==> config.mk <==
export PLATFORM = sky130hd
export DESIGN_NAME = hex_dump_tx
export DESIGN_NICKNAME = d
export VERILOG_FILES = /design/src/rtl/hex_dump_tx.sv
export SDC_FILE = /design/constraint.sdc
export NUM_CORES = 1
export LEC_CHECK = 0
export CORE_ASPECT_RATIO = 1.2
export CORE_MARGIN = 3
export CORE_UTILIZATION = 50
export DETAILED_ROUTE_END_ITERATION = 8
export PLACE_DENSITY_LB_ADDON = 0.25
export SETUP_SLACK_MARGIN = 0.5
export SLEW_MARGIN = 20
export SYNTH_ARGS = -nofsm -noshare
export SYNTH_HDL_FRONTEND = slang
export SYNTH_SLANG_ARGS = --single-unit
==> constraint.sdc <==
create_clock -name clk -period 5.81 [get_ports clk]
set_clock_uncertainty 0.05 [all_clocks]
set_input_delay 0.581 -clock clk [delete_from_list [all_inputs] [get_ports clk]]
set_output_delay 0.581 -clock clk [all_outputs]
set_load 0.005 [all_outputs]
==> src/rtl/hex_dump_tx.sv <==
// Serialises a captured word into ASCII hex characters, one strobe at a time,
// for a uart_tx-style simplex transmitter, with an optional CR/LF terminator.
module hex_dump_tx #(
  parameter int DATA_W    = 256,
  parameter int UPPERCASE = 1,
  parameter int BYTE_REV  = 0,
  parameter int NEWLINE   = 1,
  parameter int BUSY_LAT  = 2
) (
  input  logic              clk,
  input  logic              reset,
  input  logic              start,
  input  logic [DATA_W-1:0] data,
  output logic              busy,
  output logic              done,
  output logic [7:0]        tx_data,
  output logic              tx_valid,
  input  logic              tx_busy,
  output logic [2:0]        state_dbg
);

  localparam int NIBS = DATA_W / 4;
  localparam int N    = NIBS + 2 * NEWLINE;
  localparam int CW   = $clog2(N + 1);
  localparam int HW   = (BUSY_LAT < 1) ? 1 : $clog2(BUSY_LAT + 1);

  typedef enum logic [2:0] {
    S_IDLE    = 3'd0,
    S_LOAD    = 3'd1,
    S_WAIT_TX = 3'd2,
    S_STROBE  = 3'd3,
    S_HOLD    = 3'd4,
    S_DONE    = 3'd5
  } state_t;

  state_t            state, state_nx;
  logic [DATA_W-1:0] data_q;
  logic [CW-1:0]     cnt;
  logic [HW-1:0]     hold;
  logic [7:0]        tx_data_q;
  logic [CW-1:0]     nib_pos;
  logic [3:0]        nib;
  logic [7:0]        char_nx;

  // Handshake: tx_valid is a single-cycle strobe with tx_data; it is only
  // raised when tx_busy is low and the post-strobe holdoff has expired, since
  // the transmitter raises tx_busy a few cycles after accepting a character.
  always_ff @(posedge clk) begin
    if (reset) begin
      state     <= S_IDLE;
      cnt       <= '0;
      hold      <= '0;
      tx_data_q <= 8'h00;
      data_q    <= '0;
    end else begin
      state <= state_nx;
      case (state)
        S_IDLE: begin
          if (start) begin
            data_q <= data;
            cnt    <= '0;
          end
        end
        S_LOAD: cnt <= '0;
        S_WAIT_TX: begin
          if (state_nx == S_STROBE) tx_data_q <= char_nx;
        end
        S_STROBE: begin
          hold <= HW'(BUSY_LAT);
          if (cnt != CW'(N)) cnt <= cnt + 1'b1;
        end
        S_HOLD: begin
          if (hold != '0) hold <= hold - 1'b1;
        end
        default: ;
      endcase
    end
  end

  always_comb begin
    state_nx = state;
    case (state)
      S_IDLE:    if (start) state_nx = S_LOAD;
      S_LOAD:    state_nx = S_WAIT_TX;
      S_WAIT_TX: if (!tx_busy && hold == '0) state_nx = S_STROBE;
      S_STROBE:  state_nx = S_HOLD;
      S_HOLD: begin
        if (hold <= HW'(1)) state_nx = (cnt == CW'(N)) ? S_DONE : S_WAIT_TX;
      end
      S_DONE:    state_nx = S_IDLE;
      default:   state_nx = S_IDLE;
    endcase
  end

  always_comb begin
    busy      = (state != S_IDLE);
    done      = (state == S_DONE);
    tx_valid  = (state == S_STROBE);
    tx_data   = tx_data_q;
    state_dbg = state;
  end

  // Nibble position counted from bit 0; even characters take the high nibble.
  always_comb begin
    if (BYTE_REV != 0) nib_pos = {cnt[CW-1:1], ~cnt[0]};
    else               nib_pos = CW'(NIBS - 1) - cnt;
    nib = 4'h0;
    for (int i = 0; i < NIBS; i++) begin
      if (nib_pos == CW'(i)) nib = data_q[4*i +: 4];
    end
    if (cnt >= CW'(NIBS))   char_nx = (cnt == CW'(NIBS)) ? 8'h0D : 8'h0A;
    else if (nib < 4'd10)   char_nx = 8'h30 + {4'h0, nib};
    else if (UPPERCASE != 0) char_nx = 8'h37 + {4'h0, nib};
    else                    char_nx = 8'h57 + {4'h0, nib};
  end

endmodule

== Word-level counts from Yosys, hierarchy flattened ==
Index checks and enable logic that the tools add are counted.
Cells by class
  add/sub/neg operators: 5
  $mul: 0
  div/mod/pow operators: 0
  magnitude comparators: 3
  equality and inequality tests: 75
  shift operators: 0
  mux-type cells: 77
  bitwise logic cells: 0
  reduce and logical (&&, ||, !) cells: 13
Operators by type and width (number)
  4-bit two-way mux: 64
  7-bit by 6-bit == test with 1-bit output (second input constant): 32
  7-bit by 5-bit == test with 1-bit output (second input constant): 16
  7-bit by 4-bit == test with 1-bit output (second input constant): 8
  7-bit by 3-bit == test with 1-bit output (second input constant): 4
  7-bit two-way mux: 4
  7-bit one-hot mux with 3 select lines: 1
  3-bit two-way mux: 5
  3-bit one-hot mux with 5 select lines: 1
  6-bit by 4-bit adder with 7-bit output (first input constant): 2
  7-bit by 2-bit == test with 1-bit output (second input constant): 2
  7-bit == test (second input constant): 2
  3-bit by 2-bit == test with 1-bit output (second input constant): 3
  7-bit by 1-bit adder with 7-bit output (second input constant): 1
  7-bit by 1-bit == test with 1-bit output (second input constant): 1
  7-bit greater-or-equal comparator (second input constant): 1
  7-bit zero test: 1
  7-bit != test (second input constant): 1
  6-bit by 7-bit subtractor with 7-bit output (first input constant): 1
  3-bit == test (second input constant): 2
  2-bit AND reduction: 3
  3-bit nonzero test: 2
  4-bit less-than comparator (second input constant): 1
  2-bit != test (second input constant): 2
  other kinds (12): 13
Storage, ports and cells
  register bits: 276
  latch bits: 0
  memory bits (writable): 0
  ROM bits: 0
  bits of input ports: 260
  output and inout bits: 14
  word-level logic and storage cells: 178
  memories: 0

== Depth between registers and ports, before layout ==
Gate-level depths: netlist (run 1).
  depth in word-level cells: 69
  gate-level depth with buffers: 17
  gate-level depth less buffers: 13

== Worst setup path after synthesis (run 1) ==
OpenSTA, ideal clock, no wires.
  path kind: register to register
  from: reg cnt[1]
  to: reg tx_data_q[1], in the netlist tx_data[1]
  library setup time: 91 ps
  arrival time: 3133 ps
  required time: 5669 ps
  path slack: 2536 ps
  cell stages (with the launch flop): 17
  buffers on the path: 4
  clock period less this slack: 3274 ps
  path through: dfxtp_1 inv_1 ha_1 buf_2 buf_2 clkbuf_1 clkbuf_1 nand3b_1 a21oi_1 o22ai_1 a311oi_1 a211oi_1 nor3_2 inv_1 ha_1 a31o_2 a311oi_1
On the way
  longest elaborated chain between the ends: 69
  elaborated cells between the ends (all ways): 143
  those cells by class: 3 x add/sub; 2 x order compare; 66 x eq/ne; 70 x mux; 2 x reduce/logical
Ends and longest elaborated chain
  start, declared: line 38  | logic [CW-1:0] cnt;
  start signal, assigned: line 70  | if (cnt != CW'(N)) cnt <= cnt + 1'b1;
  6-bit by 7-bit subtractor with 7-bit output: line 106  | else nib_pos = CW'(NIBS - 1) - cnt;
  7-bit zero test: line 109  | if (nib_pos == CW'(i)) nib = data_q[4*i +: 4];
  4-bit two-way mux (64 in series): line 109
  6-bit by 4-bit adder with 7-bit output (tied with other cells): line 113  | else if (UPPERCASE != 0) char_nx = 8'h37 + {4'h0, nib};
  7-bit two-way mux: line 112  | else if (nib < 4'd10) char_nx = 8'h30 + {4'h0, nib};
  7-bit two-way mux: line 111  | if (cnt >= CW'(NIBS)) char_nx = (cnt == CW'(NIBS)) ? 8'h0D : 8'h0A;
  end signal, assigned: line 66  | if (state_nx == S_STROBE) tx_data_q <= char_nx;
  end, declared: line 40  | logic [7:0] tx_data_q;
Several ways; a longest one is shown, not always the timed one.
A chain may end at the register's enable or synchronous reset.

== Worst setup path in the final report (run 1) ==
Same ends and word-level chain as after synthesis.

==> results.toml, run 1 <==
[sta]
final_hold_viol_count = 0
tns_ns = 0
period_share_pct = 74.0
slew_violations = 0
max_slew_margin_pct = 27.0
max_freq_mhz = 233
period_minus_slack_ns = 4.30
worst_pin_slew_ns = 1.10
final-setup-viol-count = 0
rsz0062_at_grt = "false"

[finish]
antenna_cells = 0
drive_gt1_share_pct = 4.79
mostFrequentLayoutCells = "nand2_1 (596), a21oi_1 (322), dfxtp_1 (275)"
synthToLayoutAreaGrowth_pct = 26.2
fin_cells = 2443
final_common_cell = "nand2_1"
fillers = 2407
fin_nets = 2354

[synth]
syn-cell-area_mm2 = 0.0137
synth_top_area_share_pct = 40.2
yosysTopAreaCell = "dfxtp_1"
synth_seq_cells = 275
seq_area_frac_synth_pct = 40.2
synth_edf_count = 0
synth_nets = 2194
yosys_warnings = 0
ys.flop_type = "dfxtp_1"
synthTopCellsByArea = "dfxtp_1 (40%), nand2_1 (16%), a21oi_1 (12%)"
synth_cell_type_count = 88
synth_cells = 1927
synth-async-reset-ratio_pct = 0
syn_area_per_cell_um2 = 7.11

[clock_network]
cts_tree = "yes"
cts_buffers = 27
post_cts_buffers = 0
ctsResizeCount = 0
clock-sinks = 275
clock_tree.buffer_depth = 3
clk_pin_slew_ns = 0.06
cts_max_level = 1
root_buffer = "clkbuf_16"
clk_latency_ns = 0.56
cts_hold_buf = 0

[placement]
dp.cells = 2393
dp_hpwl_um = 37400
place.gp.congestion = 1.03
port-buffer-count = 272

[floorplan]
dieArea_mm2 = 0.0294
start_util_pct = 51.4
core_mm2 = 0.0267
num_rows = 65
die_y_um = 187
ios = 274
die_w_um = 157

[pwr]
peakVddDrop_uv = 233
p_per_area_mw_per_mm2 = 276
power.leakage_nw = 6.10
power.total_w = 0.00476

[detailed_routing]
dr.pass1.iters = 5
ant_nets = 0
drt-initial-drc-count = 1565
drc = 0
totalWireLength_um = 50400
dr_total_vias = 14574
viasPerCell = 5.97
avgRoutedWirePerCell_um = 20.6

[grt]
overflow = 0
grt_pass1_wl_um = 77500
grt_max_degree = 168
antenna_found_initial = 0
grt_pass1_vias = 13840
grt.total_usage_pct = 32.9

[setup_path]
worstPathMaxFanout = 29
worstSetupEndpointType = "flop"
critPathRequiredTime_ns = 6.21
start_kind = "flop"
r2r-start = "cnt[1]$_SDFFE_PP0P_"
reg2regPathDepth = 14
regToRegSetupSlack_ns = 1.51
cp.arrival_ns = 4.69
path_class = "flop to flop"
rr_endpoint = "tx_data[1]$_SDFFE_PP0P_"

[flow_run]
cap_violations = 0

[worst_hold_path]
min_from = "data_q[237]$_SDFFE_PP0P_"
hold_path_class = "flop to flop"
whs_endpoint = "data_q[237]$_SDFFE_PP0P_"
hold_depth = 2

[run_status]
status = "finished, final reports clean"
## flip-flops by register name, indices dropped and copies added, names as in the netlist
register and count:
cnt 7, data_q 256, hold 2, state_dbg 3, tx_data 7
## through the flow
step | util [%] | setup slack [ns] | hold slack [ns] | instance area (µm²)
2_1_floorplan | - | 2.54 | 0.381 | 13700
3_3_place_gp | 61.5 | 1.60 | 0.390 | 16400
3_5_place_dp | 61.5 | 1.62 | 0.395 | 16400
4_1_cts | 64.8 | 1.58 | 0.404 | 17300
5_1_grt | 64.8 | 1.21 | 0.421 | 17300
6_report | 64.8 | 1.51 | 0.402 | 17300
## cell type report
type / instances / area [µm²] / share of cell area (%)
Multi-Input combinational cell: 1466 / 7450 / 43.1
Sequential cell: 275 / 5510 / 31.8
Timing Repair Buffer: 295 / 2940 / 17.0
Clock buffer: 39 / 801 / 4.63
Tap cell: 335 / 419 / 2.42
Clock inverter: 11 / 95.1 / 0.550
Inverter: 22 / 82.6 / 0.478
## worst max-delay path by stage
stage	startpoint	to	slack, ns
after floorplan	cnt[1]$_SDFFE_PP0P_	tx_data[1]$_SDFFE_PP0P_	2.54
after global placement	cnt[1]$_SDFFE_PP0P_	tx_data[1]$_SDFFE_PP0P_	1.60
after detailed placement	cnt[1]$_SDFFE_PP0P_	tx_data[1]$_SDFFE_PP0P_	1.62
after CTS	cnt[1]$_SDFFE_PP0P_	tx_data[1]$_SDFFE_PP0P_	1.58
after global routing	cnt[0]$_SDFFE_PP0P_	tx_data[1]$_SDFFE_PP0P_	1.21
final	cnt[1]$_SDFFE_PP0P_	tx_data[1]$_SDFFE_PP0P_	1.51
## layer usage
layer  GRT usage (%)  wire length (µm)
met1            44.8             21500
met2            54.3             23800
met3            4.47              3630
met4            9.42              1520
met5               0                 0
## worst max-delay path, stage by stage, from the launching register on
cell      delay [ns]
dfxtp_1         0.33
inv_1           0.15
ha_2            0.62
inv_1           0.31
buf_4           0.30
o31ai_1         0.34
a211oi_1        0.10
o31ai_1         0.45
nand4_1         0.23
a211oi_1        0.40
nor3_2          0.14
inv_1           0.10
ha_1            0.23
a31o_2          0.19
a311oi_1        0.22
## logic make-up after synthesis
| group | synth area share [%] |
|---|---|
| AO/OA/AOI/OAI | 23.8 |
| XOR/XNOR | 0.320 |
| adder cells (fa/ha/maj) | 0.639 |
| buffers and inverters | 5.57 |
| flip-flops | 40.2 |
| other | 0.0274 |
| AND/OR/NAND/NOR | 29.4 |
## synth_stat cells (all sizes together) (6+ instances only)
cell type	count
buf	44
nand3b	13
o22ai	15
a311oi	9
a2111oi	9
and2	12
a211oi	11
o21ai	62
clkbuf	120
o31ai	8
inv	21
o211ai	8
nor4	10
nor3	37
nor3b	13
a31oi	16
nand2b	20
a221oi	9
nor2	76
nor2b	27
nand4	14
a32oi	6
nand2	597
and3	7
a21o	7
or3	10
a21oi	323
nand3	40
ha	7
dfxtp	275
o2111ai	8
## power breakdown
group          switching [W]  total [W]  internal (W)
Combinational       0.000445   0.000794      0.000349
Sequential          0.000143    0.00221       0.00206
Clock               0.000759    0.00176       0.00100
No activity file was read; power rests on OpenSTA's default activity.
==> run 2, diff against run 1 <==
CORE_UTILIZATION = 47   (was 50)
clock period = 3.6 ns   (was 5.81 ns; I/O delays follow)
==> results.toml, run 2 (synthesis gave the netlist of run 1 again) <==
[run_status]
status = "finished, final reports clean"

[setup_path]
worstPathMaxFanout = 6
critPathRequiredTime_ns = 4.00
start_kind = "flop"
cp.arrival_ns = 3.67
regToRegSetupSlack_ns = 0.33
path_class = "flop to flop"
worstSetupEndpointType = "flop"

[clock_network]
cts_max_level = 1
clk_pin_slew_ns = 0.07
clock_tree.buffer_depth = 3
cts_hold_buf = 0
cts_tree = "yes"
root_buffer = "clkbuf_16"
clock-sinks = 275
cts_buffers = 27
clk_latency_ns = 0.55

[sta]
max_freq_mhz = 306
final-setup-viol-count = 0
slew_violations = 0
rsz0062_at_grt = "true"
final_hold_viol_count = 0
worst_pin_slew_ns = 0.751
fin_ws_ns = 0.329
period_share_pct = 90.9
period_minus_slack_ns = 3.27
max_slew_margin_pct = 49.9

[floorplan]
start_util_pct = 48.3
die_w_um = 162
dieArea_mm2 = 0.0312
core_mm2 = 0.0283
num_rows = 67
die_y_um = 193
ios = 274

[finish]
multi_input_area_mm2 = 0.00799
seq_area_mm2 = 0.00552
regMostFlops = "data_q"
drive_gt1_share_pct = 14.6
largest_reg_flops = 256
final_common_cell = "nand2_1"
fillers = 2502
fin_nets = 2492
antenna_cells = 0
mostFrequentLayoutCells = "nand2_1 (593), a21oi_1 (310), clkdlybuf4s50_1 (271)"
post-route-util_pct = 68.1
synthToLayoutAreaGrowth_pct = 40.9

[detailed_routing]
dr.pass1.iters = 5
avgRoutedWirePerCell_um = 20.8
drt-initial-drc-count = 1514
dr_total_vias = 15256
totalWireLength_um = 54600
drc = 0
viasPerCell = 5.82
ant_nets = 0

[grt]
grt.total_usage_pct = 33.2
antenna_found_initial = 0
overflow = 0
grt_pass1_vias = 14667
grt_max_degree = 112
grt_pass1_wl_um = 82100

[pwr]
peakVddDrop_uv = 385
seqPwrFrac_pct = 44.9
p_sw_share_pct = 27.4
p_clk_share_pct = 37.3
netSwitchingPower_w = 0.00217
power.leakage_nw = 7.06
p_per_area_mw_per_mm2 = 410
p_int_w = 0.00575
comb_power_share_pct = 17.8

[worst_hold_path]
hold_path_class = "input pin to flop"

[placement]
place_ws_ns = -0.175
dp_hpwl_um = 40000
place.gp.congestion = 1.05
port-buffer-count = 272

[flow_run]
cap_violations = 0
[run 2: changes by cell type in the layout (fill, tap and decap cells not counted), sizes merged]
cell / previous run / this run
inv: 23 / 19
bufinv: 1 / 3
clkbuf: 40 / 42
buf: 23 / 159
clkinv: 7 / 4
clkinvlp: 2 / 3
bufbuf: 0 / 2
[run 2: power by group through the flow]
stage | logic [W] | registers [W] | clock network (W)
5_1_grt | 0.00155 | 0.00357 | 0.00311
3_3_place_gp | 0.00131 | 0.00361 | 0
2_1_floorplan | 0.000785 | 0.00350 | 0
6_report | 0.00141 | 0.00355 | 0.00295
4_1_cts | 0.00139 | 0.00354 | 0.00299
3_5_place_dp | 0.00134 | 0.00361 | 0
[run 2: metrics by stage]
| step | hold slack (ns) | instance area, µm² | power [W] | std cells | setup TNS [ns] |
|---|---|---|---|---|---|
| floorplan | 0.381 | 13700 | 0.00429 | 1927 | 0 |
| global placement | 0.389 | 17300 | 0.00492 | 2531 | -0.206 |
| detailed placement | 0.394 | 17300 | 0.00495 | 2531 | -0.594 |
| CTS | 0.295 | 19100 | 0.00793 | 2617 | 0 |
| global route | 0.304 | 19300 | 0.00823 | 2623 | 0 |
| finish | 0.300 | 19300 | 0.00791 | 2623 | 0 |
[run 2: metal layers]
metal | vias up | share of wire (%) | GRT usage [%]
li1 | 7262 | - | -
met1 | 7186 | 42 | 43.1
met2 | 676 | 48 | 56.4
met3 | 132 | 7.0 | 5.38
met4 | 0 | 3.5 | 11.2
met5 | - | 0 | 0
[run 2: repair_timing]
action | in CTS | in global routing
gates cloned | 4 | 0
pin swaps | 47 | 21
setup buffers | 34 | 6
endpoints found under the setup margin | 7 | 7
gates resized for setup | 135 | 32
[run 2: worst paths after layout]
path	startpoint	to	depth (start not counted)
max	cnt[1]$_SDFFE_PP0P_	tx_data[1]$_SDFFE_PP0P_	15
min	data[180]	data_q[180]$_SDFFE_PP0P_	3
max reg2reg	cnt[1]$_SDFFE_PP0P_	tx_data[1]$_SDFFE_PP0P_	15
min reg2reg	data_q[120]$_SDFFE_PP0P_	data_q[120]$_SDFFE_PP0P_	2
[run 2: cell type report]
cell class              count  area share, %
inverters                  22          0.525
repair buffers            433           22.2
clock inverters             7          0.583
clock buffers              41           4.24
multi-input cells        1466           41.4
well taps                 379           2.46
flip-flops and latches    275           28.6
[run 2: worst max-delay path, cell delays in order (launching register included)]
cell      delay (ns)
dfxtp_4         0.37
buf_6           0.12
ha_4            0.21
buf_16          0.16
buf_12          0.12
nor3_4          0.27
buf_6           0.16
o21ai_1         0.08
o31ai_2         0.31
nand4_1         0.22
a211oi_2        0.30
nor3_2          0.09
inv_2           0.10
ha_4            0.20
a31o_2          0.19
a311oi_1        0.22
